==> config.mk <==
export PLATFORM = sky130hd
export DESIGN_NAME = network_interface
export DESIGN_NICKNAME = d
export VERILOG_FILES = /design/src/rtl/network_interface_pkg.sv /design/src/rtl/network_interface_apb_requester.sv /design/src/rtl/network_interface.sv
export SDC_FILE = /design/constraint.sdc
export NUM_CORES = 1
export LEC_CHECK = 0
export ABC_CLOCK_PERIOD_IN_PS = 1800
export BUFFER_PORTS_ARGS = -buffer_cell sky130_fd_sc_hd__buf_4
export CAP_MARGIN = 20
export CORE_MARGIN = 5
export CORE_UTILIZATION = 48
export DETAILED_ROUTE_END_ITERATION = 16
export PLACE_DENSITY = 0.81
export SLEW_MARGIN = 20
export SYNTH_ARGS = -nofsm -noshare
export SYNTH_HDL_FRONTEND = slang
export SYNTH_SLANG_ARGS = --single-unit
==> constraint.sdc <==
create_clock -name i_clk -period 1.8 [get_ports i_clk]
set_input_delay 0.36 -clock i_clk [delete_from_list [all_inputs] [get_ports i_clk]]
set_output_delay 0.36 -clock i_clk [all_outputs]
set_load 0.02 [all_outputs]
==> src/rtl/network_interface_pkg.sv <==
// pa_noc: shared packet layout, FSM encodings and small helpers for the
// APB-over-mesh network interface.
package pa_noc;

    localparam int APB_ADDR_W       = 32;
    localparam int APB_DATA_W       = 32;
    localparam int NI_COORD_W       = 4;
    localparam int APB_PACKET_WIDTH = 4 + 4 * NI_COORD_W + APB_ADDR_W + APB_DATA_W;

    typedef struct packed {
        logic                  valid;
        logic                  resp;
        logic                  write;
        logic                  err;
        logic [NI_COORD_W-1:0] srcRow;
        logic [NI_COORD_W-1:0] srcCol;
        logic [NI_COORD_W-1:0] dstRow;
        logic [NI_COORD_W-1:0] dstCol;
        logic [APB_ADDR_W-1:0] addr;
        logic [APB_DATA_W-1:0] data;
    } apbPacket_t;

    typedef enum logic [1:0] {I_IDLE, I_SEND, I_WAIT, I_DONE} initState_t;
    typedef enum logic [1:0] {T_IDLE, T_SETUP, T_ACCESS, T_RESP} tgtState_t;

    function automatic logic isForNode(input apbPacket_t pkt,
                                       input logic [NI_COORD_W-1:0] row,
                                       input logic [NI_COORD_W-1:0] col);
        return pkt.valid && (pkt.dstRow == row) && (pkt.dstCol == col);
    endfunction

endpackage

==> src/rtl/network_interface_apb_requester.sv <==
// ni_apb_requester: replays request packets from the router on the local APB
// requester port and builds the matching response packet.
module ni_apb_requester
    import pa_noc::*;
#(
    parameter logic [NI_COORD_W-1:0] SELF_ROW = '0,
    parameter logic [NI_COORD_W-1:0] SELF_COL = '0
) (
    input  logic                  i_clk,
    input  logic                  i_arst_n,
    input  apbPacket_t            i_pkt,
    output logic                  o_psel,
    output logic                  o_penable,
    output logic                  o_pwrite,
    output logic [APB_ADDR_W-1:0] o_paddr,
    output logic [APB_DATA_W-1:0] o_pwdata,
    input  logic [APB_DATA_W-1:0] i_prdata,
    input  logic                  i_pready,
    input  logic                  i_pslverr,
    output apbPacket_t            o_respPkt,
    output logic                  o_respValid,
    input  logic                  i_respGrant,
    output logic                  o_overflow
);

    tgtState_t             state_r;
    logic                  holdValid_r;
    logic [NI_COORD_W-1:0] holdSrcRow_r;
    logic [NI_COORD_W-1:0] holdSrcCol_r;
    logic [APB_ADDR_W-1:0] holdAddr_r;
    logic                  holdWrite_r;
    apbPacket_t            resp_r;
    apbPacket_t            built_s;
    logic                  capture_s;
    logic                  accept_s;
    logic                  unusedErr_s;

    assign unusedErr_s = i_pkt.err;
    assign capture_s   = isForNode(i_pkt, SELF_ROW, SELF_COL) && !i_pkt.resp;
    assign accept_s    = capture_s && !holdValid_r && (state_r == T_IDLE);
    assign o_respValid = (state_r == T_RESP) || ((state_r == T_ACCESS) && i_pready);

    // Response built live from the completing access so it can leave on the same edge.
    always_comb begin
        built_s        = '0;
        built_s.valid  = 1'b1;
        built_s.resp   = 1'b1;
        built_s.write  = holdWrite_r;
        built_s.err    = i_pslverr;
        built_s.srcRow = SELF_ROW;
        built_s.srcCol = SELF_COL;
        built_s.dstRow = holdSrcRow_r;
        built_s.dstCol = holdSrcCol_r;
        built_s.addr   = holdAddr_r;
        if (holdWrite_r) begin
            built_s.data = {APB_DATA_W{1'b0}};
        end else begin
            built_s.data = i_prdata;
        end
        if (state_r == T_RESP) begin
            o_respPkt = resp_r;
        end else begin
            o_respPkt = built_s;
        end
    end

    // Target FSM, holding register, APB requester outputs and overflow flag.
    always_ff @(posedge i_clk or negedge i_arst_n) begin
        if (!i_arst_n) begin
            state_r      <= T_IDLE;
            holdValid_r  <= 1'b0;
            holdSrcRow_r <= '0;
            holdSrcCol_r <= '0;
            holdAddr_r   <= '0;
            holdWrite_r  <= 1'b0;
            resp_r       <= '0;
            o_psel       <= 1'b0;
            o_penable    <= 1'b0;
            o_pwrite     <= 1'b0;
            o_paddr      <= '0;
            o_pwdata     <= '0;
            o_overflow   <= 1'b0;
        end else begin
            if (capture_s && !accept_s) begin
                o_overflow <= 1'b1;
            end
            case (state_r)
                T_IDLE: begin
                    if (accept_s) begin
                        holdValid_r  <= 1'b1;
                        holdSrcRow_r <= i_pkt.srcRow;
                        holdSrcCol_r <= i_pkt.srcCol;
                        holdAddr_r   <= i_pkt.addr;
                        holdWrite_r  <= i_pkt.write;
                        o_psel       <= 1'b1;
                        o_penable    <= 1'b0;
                        o_pwrite     <= i_pkt.write;
                        o_paddr      <= i_pkt.addr;
                        o_pwdata     <= i_pkt.data;
                        state_r      <= T_SETUP;
                    end
                end
                T_SETUP: begin
                    o_penable <= 1'b1;
                    state_r   <= T_ACCESS;
                end
                T_ACCESS: begin
                    if (i_pready) begin
                        o_psel    <= 1'b0;
                        o_penable <= 1'b0;
                        o_pwrite  <= 1'b0;
                        o_paddr   <= '0;
                        o_pwdata  <= '0;
                        resp_r    <= built_s;
                        if (i_respGrant) begin
                            holdValid_r <= 1'b0;
                            state_r     <= T_IDLE;
                        end else begin
                            state_r <= T_RESP;
                        end
                    end
                end
                T_RESP: begin
                    if (i_respGrant) begin
                        holdValid_r <= 1'b0;
                        state_r     <= T_IDLE;
                    end
                end
                default: begin
                    state_r <= T_IDLE;
                end
            endcase
        end
    end

endmodule

==> src/rtl/network_interface.sv <==
// network_interface: bridges a local APB node onto its mesh router port.
// Define NI_TIMEOUT_EN to bound the WAIT state by TIMEOUT_CYCLES.
module network_interface
    import pa_noc::*;
#(
    parameter int GRID_WIDTH     = 4,
    parameter int NI_ROW         = 0,
    parameter int NI_COL         = 0,
    parameter int TIMEOUT_CYCLES = 1024
) (
    input  logic                        i_clk,
    input  logic                        i_arst_n,
    input  logic                        i_psel,
    input  logic                        i_penable,
    input  logic                        i_pwrite,
    input  logic [APB_ADDR_W-1:0]       i_paddr,
    input  logic [APB_DATA_W-1:0]       i_pwdata,
    output logic [APB_DATA_W-1:0]       o_prdata,
    output logic                        o_pready,
    output logic                        o_pslverr,
    output logic                        o_psel,
    output logic                        o_penable,
    output logic                        o_pwrite,
    output logic [APB_ADDR_W-1:0]       o_paddr,
    output logic [APB_DATA_W-1:0]       o_pwdata,
    input  logic [APB_DATA_W-1:0]       i_prdata,
    input  logic                        i_pready,
    input  logic                        i_pslverr,
    output logic [APB_PACKET_WIDTH-1:0] o_niToRouter,
    input  logic [APB_PACKET_WIDTH-1:0] i_routerToNi,
    output logic                        o_overflow
);

    localparam int                    LIM_W    = NI_COORD_W + 1;
    localparam logic [NI_COORD_W-1:0] SELF_ROW = NI_COORD_W'(NI_ROW);
    localparam logic [NI_COORD_W-1:0] SELF_COL = NI_COORD_W'(NI_COL);
    localparam logic [LIM_W-1:0]      GRID_LIM = LIM_W'(GRID_WIDTH);

    initState_t            state_r;
    apbPacket_t            inPkt_s;
    apbPacket_t            reqPkt_s;
    apbPacket_t            respPkt_s;
    apbPacket_t            outPkt_r;
    logic [NI_COORD_W-1:0] dstRowIn_s;
    logic [NI_COORD_W-1:0] dstColIn_s;
    logic [NI_COORD_W-1:0] dstRow_r;
    logic [NI_COORD_W-1:0] dstCol_r;
    logic [APB_ADDR_W-1:0] addr_r;
    logic [APB_DATA_W-1:0] wdata_r;
    logic                  write_r;
    logic                  access_s;
    logic                  dstBad_s;
    logic                  reqValid_s;
    logic                  respValid_s;
    logic                  respMatch_s;
    logic                  timeout_s;

    assign inPkt_s      = i_routerToNi;
    assign o_niToRouter = outPkt_r;
    assign access_s     = i_psel && i_penable;
    assign dstRowIn_s   = i_paddr[31:28];
    assign dstColIn_s   = i_paddr[27:24];
    assign dstBad_s     = ({1'b0, dstRowIn_s} >= GRID_LIM) || ({1'b0, dstColIn_s} >= GRID_LIM)
                       || ((dstRowIn_s == SELF_ROW) && (dstColIn_s == SELF_COL));
    assign reqValid_s   = (state_r == I_SEND) || ((state_r == I_IDLE) && access_s && !dstBad_s);
    assign respMatch_s  = isForNode(inPkt_s, SELF_ROW, SELF_COL) && inPkt_s.resp
                       && (inPkt_s.srcRow == dstRow_r) && (inPkt_s.srcCol == dstCol_r);

`ifdef NI_TIMEOUT_EN
    logic [31:0] waitCnt_r;

    // WAIT-state age; held at zero outside WAIT so every entry starts fresh.
    always_ff @(posedge i_clk or negedge i_arst_n) begin
        if (!i_arst_n) begin
            waitCnt_r <= 32'd0;
        end else if (state_r == I_WAIT) begin
            waitCnt_r <= waitCnt_r + 32'd1;
        end else begin
            waitCnt_r <= 32'd0;
        end
    end

    assign timeout_s = (state_r == I_WAIT) && (waitCnt_r == 32'(TIMEOUT_CYCLES - 1));
`else
    localparam int unusedTimeoutCycles = TIMEOUT_CYCLES;
    assign timeout_s = 1'b0;
`endif

    // An IDLE request is taken straight from the bus so an uncontended one leaves next cycle.
    always_comb begin
        reqPkt_s        = '0;
        reqPkt_s.valid  = 1'b1;
        reqPkt_s.srcRow = SELF_ROW;
        reqPkt_s.srcCol = SELF_COL;
        if (state_r == I_SEND) begin
            reqPkt_s.write  = write_r;
            reqPkt_s.dstRow = dstRow_r;
            reqPkt_s.dstCol = dstCol_r;
            reqPkt_s.addr   = addr_r;
            reqPkt_s.data   = write_r ? wdata_r : {APB_DATA_W{1'b0}};
        end else begin
            reqPkt_s.write  = i_pwrite;
            reqPkt_s.dstRow = dstRowIn_s;
            reqPkt_s.dstCol = dstColIn_s;
            reqPkt_s.addr   = i_paddr;
            reqPkt_s.data   = i_pwrite ? i_pwdata : {APB_DATA_W{1'b0}};
        end
    end

    ni_apb_requester #(
        .SELF_ROW (SELF_ROW),
        .SELF_COL (SELF_COL)
    ) uRequester (
        .i_clk       (i_clk),
        .i_arst_n    (i_arst_n),
        .i_pkt       (inPkt_s),
        .o_psel      (o_psel),
        .o_penable   (o_penable),
        .o_pwrite    (o_pwrite),
        .o_paddr     (o_paddr),
        .o_pwdata    (o_pwdata),
        .i_prdata    (i_prdata),
        .i_pready    (i_pready),
        .i_pslverr   (i_pslverr),
        .o_respPkt   (respPkt_s),
        .o_respValid (respValid_s),
        .i_respGrant (respValid_s),
        .o_overflow  (o_overflow)
    );

    // Injection register: responses win, requests otherwise, idle packet is all zero.
    always_ff @(posedge i_clk or negedge i_arst_n) begin
        if (!i_arst_n) begin
            outPkt_r <= '0;
        end else if (respValid_s) begin
            outPkt_r <= respPkt_s;
        end else if (reqValid_s) begin
            outPkt_r <= reqPkt_s;
        end else begin
            outPkt_r <= '0;
        end
    end

    // Initiator FSM with registered APB completer outputs.
    always_ff @(posedge i_clk or negedge i_arst_n) begin
        if (!i_arst_n) begin
            state_r   <= I_IDLE;
            dstRow_r  <= '0;
            dstCol_r  <= '0;
            addr_r    <= '0;
            wdata_r   <= '0;
            write_r   <= 1'b0;
            o_pready  <= 1'b0;
            o_pslverr <= 1'b0;
            o_prdata  <= '0;
        end else begin
            case (state_r)
                I_IDLE: begin
                    if (access_s) begin
                        dstRow_r <= dstRowIn_s;
                        dstCol_r <= dstColIn_s;
                        addr_r   <= i_paddr;
                        wdata_r  <= i_pwdata;
                        write_r  <= i_pwrite;
                        if (dstBad_s) begin
                            o_pready  <= 1'b1;
                            o_pslverr <= 1'b1;
                            o_prdata  <= '0;
                            state_r   <= I_DONE;
                        end else if (respValid_s) begin
                            state_r <= I_SEND;
                        end else begin
                            state_r <= I_WAIT;
                        end
                    end
                end
                I_SEND: begin
                    if (!respValid_s) begin
                        state_r <= I_WAIT;
                    end
                end
                I_WAIT: begin
                    if (respMatch_s) begin
                        o_pready  <= 1'b1;
                        o_pslverr <= inPkt_s.err;
                        o_prdata  <= inPkt_s.data;
                        state_r   <= I_DONE;
                    end else if (timeout_s) begin
                        o_pready  <= 1'b1;
                        o_pslverr <= 1'b1;
                        o_prdata  <= '0;
                        state_r   <= I_DONE;
                    end
                end
                I_DONE: begin
                    o_pready  <= 1'b0;
                    o_pslverr <= 1'b0;
                    o_prdata  <= '0;
                    state_r   <= I_IDLE;
                end
                default: begin
                    state_r <= I_IDLE;
                end
            endcase
        end
    end

endmodule

==> out/results.tsv <==
stage	metric	value	unit
power_and_ir_drop	Clock power frac	34.4	%
routing	DRC Markers	0	
min_path	Hold WC Path Type	in -> reg	
critical_path	Critical Path Most Common Cell	buf_6	
floorplan	Die Wd	185	um
logic_synthesis	Post-synth EDFFs	0	
critical_path	crit path max-delay cell type	dfrtp_1	
logic_synthesis	Most used DFF post-synth	dfrtp_1	
cts	Clk Latency, worst-skew pair	0.52	ns
floorplan	Placement Rows	64	
timing	final hold vios	0	
logic_synthesis	register area share after synthesis	61.9	%
floorplan	Core ar.	0.0304	mm^2
cells_and_area	layout cells sized above 1	40.9	%
placed_design	DP HPWL	29300	um
global_routing	first-pass GRT wire length	67400	um
cts	CTS Root Cell	clkbuf_16	
placed_design	port buffer count	364	
critical_path	CP startpoint	dstRow_r[2]	
routing	Final ANT Viol Nets	0	
critical_path	CP Buf/Inv Count	3	
cells_and_area	n_diodes	0	
floorplan	IO Count	373	
critical_path	worst path required time	2.24	ns
global_routing	GRT Total Usage	25.0	%
timing	final slew viol count	0	
placed_design	gp weighted congestion	0.858	
global_routing	initial antenna violation count	0	
logic_synthesis	most frequent cells after synthesis	dfrtp_1 (364), nand2_1 (236), mux2_2 (108), a22o_1 (97), a22oi_1 (65)	
routing	WL per Instance	21.9	um
cells_and_area	area grow syn2layout	37.8	%
logic_synthesis	Mapped Cells	1185	
timing	setup violators final	59	
cts	Clk pin slew, worst setup/hold paths	0.06	ns
timing	final setup margin	-0.189	ns
cts	H-tree depth	2	
power_and_ir_drop	sequential power share	41.3	%
cts	CTS Buffer Depth	3	
timing	unrepaired setup endpoints after global routing	true	
floorplan	Initial Utilization	48.3	%
power_and_ir_drop	P_int	17.4	mW
critical_path	worst path arrival time	2.42	ns
logic_synthesis	ranking of synthesized cells by area	dfrtp_1 (62%), mux2_2 (8.3%), nand2_1 (6.0%)	
job	MaxCap Viol Count	0	
cts	Num Clock Sinks	364	
power_and_ir_drop	Max VDD drop	932	uV
power_and_ir_drop	Logic pwr share	24.2	%
min_path	Hold Crit Start	i_routerToNi[28]	
logic_synthesis	Seq cells post-synth	364	
power_and_ir_drop	Sw Share	28.1	%
timing	Setup Skew	0.0196	ns
critical_path	crit-path max FO	8	
critical_path	worst r2r src	dstRow_r[2]	
timing	crit share post-route	110	%
floorplan	Die Area	0.0342	mm^2
routing	drt first pass iters	5	
critical_path	worst-path cell chain	xnor2_2 -> nand4_1 -> buf_6 -> nor4_4 -> nor3b_4 -> buf_6 -> buf_12 -> a22o_1	
routing	final wirelength	44200	um
cells_and_area	final core utilization	66.6	%
floorplan	chip height	185	um
cts	CTS Buf Count	39	
logic_synthesis	most numerous cell in the Yosys netlist	dfrtp_1	
routing	DR vias	11600	
power_and_ir_drop	P_sw	6.79	mW
logic_synthesis	Synth Warn #	0	
timing	setup tns final	-5.28	ns
power_and_ir_drop	total power	24.2	mW
logic_synthesis	Distinct cells, synth	42	
critical_path	Max stage delay on crit path	0.41	ns
global_routing	number of global-route vias before repair	12100	
critical_path	Crit path max-delay family	simple AND/OR/NAND/NOR gates	
power_and_ir_drop	Lkg Pwr	10.3	nW
timing	Final min period	1.99	ns
global_routing	largest net degree at the start of global routing	64	
critical_path	WS Path Type	reg -> reg	
run_status	status	finished, violations left	
critical_path	crit start category	flip-flop	
logic_synthesis	share of the synthesized area in the top cell type	61.9	%
cells_and_area	nets	1799	
logic_synthesis	ys async rst share	100	%
run_status	failing checks	setup timing	
routing	vias per cell	5.71	
logic_synthesis	mapped cell area	0.0147	mm^2
cts	CTS tree	done	
global_routing	grt ovf	0	
routing	DR iter-0 viols	1025	
logic_synthesis	Synth area leader	dfrtp_1	
critical_path	Critical Path End Type	flip-flop	
power_and_ir_drop	Pwr Density	1190	mW/mm^2
logic_synthesis	Mapped Avg Cell Area	12.4	um^2
timing	Fmax achieved	503	MHz
## metrics by stage
stage	hold slack [ns]	setup slack (ns)	instance area (um^2)	std cells
finish	0.0707	-0.189	20300	2024
global route	0.0536	-0.246	20300	2024
CTS	0.0499	-0.146	20000	2012
detailed placement	0.322	-0.408	18500	1939
global placement	0.318	-0.338	18500	1939
floorplan	0.0644	-0.0996	14800	1192
## sequential cells by signal (all words and copies together), names as in the netlist, 3 cells and up
| register | flops |
|---|---|
| o_niToRouter | 76 |
| uRequester.resp_r | 75 |
| o_prdata | 32 |
| uRequester.holdSrcRow_r | 4 |
| dstRow_r | 4 |
| wdata_r | 32 |
| dstCol_r | 3 |
| uRequester.o_pwdata | 32 |
| uRequester.holdAddr_r | 32 |
| uRequester.o_paddr | 32 |
| addr_r | 25 |
| uRequester.holdSrcCol_r | 4 |
## per-layer routing
metal	wire length, um	vias up	GRT usage [%]
li1	-	5071	-
met1	17200	5870	31.7
met2	22100	503	41.9
met3	3310	109	5.97
met4	1630	0	9.25
met5	0	-	0
## layout by cell type, fill, tap and decap left out, drive strengths merged, types with 2 or more instances in the layout
cell type and instances:
a21oi 2, nor2b 2, a22o 97, o21ai 41, nor4b 2, nand4 2
o221ai 41, inv 7, and2 2, nor3b 2, nand3b 32, nand2 236
nand2b 3, xnor2 8, ha 9, a22oi 65, clkbuf 55, buf 458
bufinv 6, clkinv 9, mux2 108, dfrtp 364, nor3 4, nor2 9
mux2i 34, conb 8, nor4 3, nand3 8, o31ai 2
## cell families after synthesis
logic type      Yosys count  share of synthesized area, %
compound gates          254                          13.5
mux                     142                          10.6
flops                   364                          61.9
buf+inv                 101                          3.27
fa+ha+maj                 9                         0.766
xor+xnor                  8                         0.476
simple gates            306                          9.48
other cells               1                        0.0255
## final cells by class
class | count | area (um^2)
fill | 2214 | 10200
sequential | 364 | 9110
multi-input combinational | 727 | 5380
timing repair buffer | 464 | 3930
clock buffer | 50 | 1100
tap | 396 | 495
clock inverter | 16 | 233
inverter | 7 | 26.3
## repair_timing
| item | CTS | global route |
|---|---|---|
| endpoints found under the setup margin | 112 | 211 |
| hold endpoints to repair | 42 | 0 |
| hold buffers | 1 | 0 |
| pin swaps | 6 | 7 |
| gates cloned | 2 | 6 |
| setup buffers | 4 | 6 |
| resized for setup | 13 | 31 |
## power by group through the flow
stage	clock, mW	sequential (mW)	combinational, mW
after floorplan	0	10.4	2.58
after global placement	0	10.0	5.47
after detailed placement	0	10.1	5.62
after CTS	8.45	9.96	5.72
after global routing	8.85	10.1	6.27
final	8.31	9.99	5.86
## path summary, 6_finish.rpt
check                                     endpoint  depth (start not counted)  slack [ns]
max                                    o_prdata[0]                          8       -0.19
min reg2reg                  uRequester.resp_r[18]                          2        0.47
min                        uRequester.o_pwdata[28]                          2        0.07
max reg2reg                            o_prdata[0]                          8       -0.19
min in group asynchronous  uRequester.o_pwdata[20]                          2        0.34
max in group asynchronous   uRequester.o_pwdata[8]                          3        0.68
No activity file was read; power rests on OpenSTA's default activity.
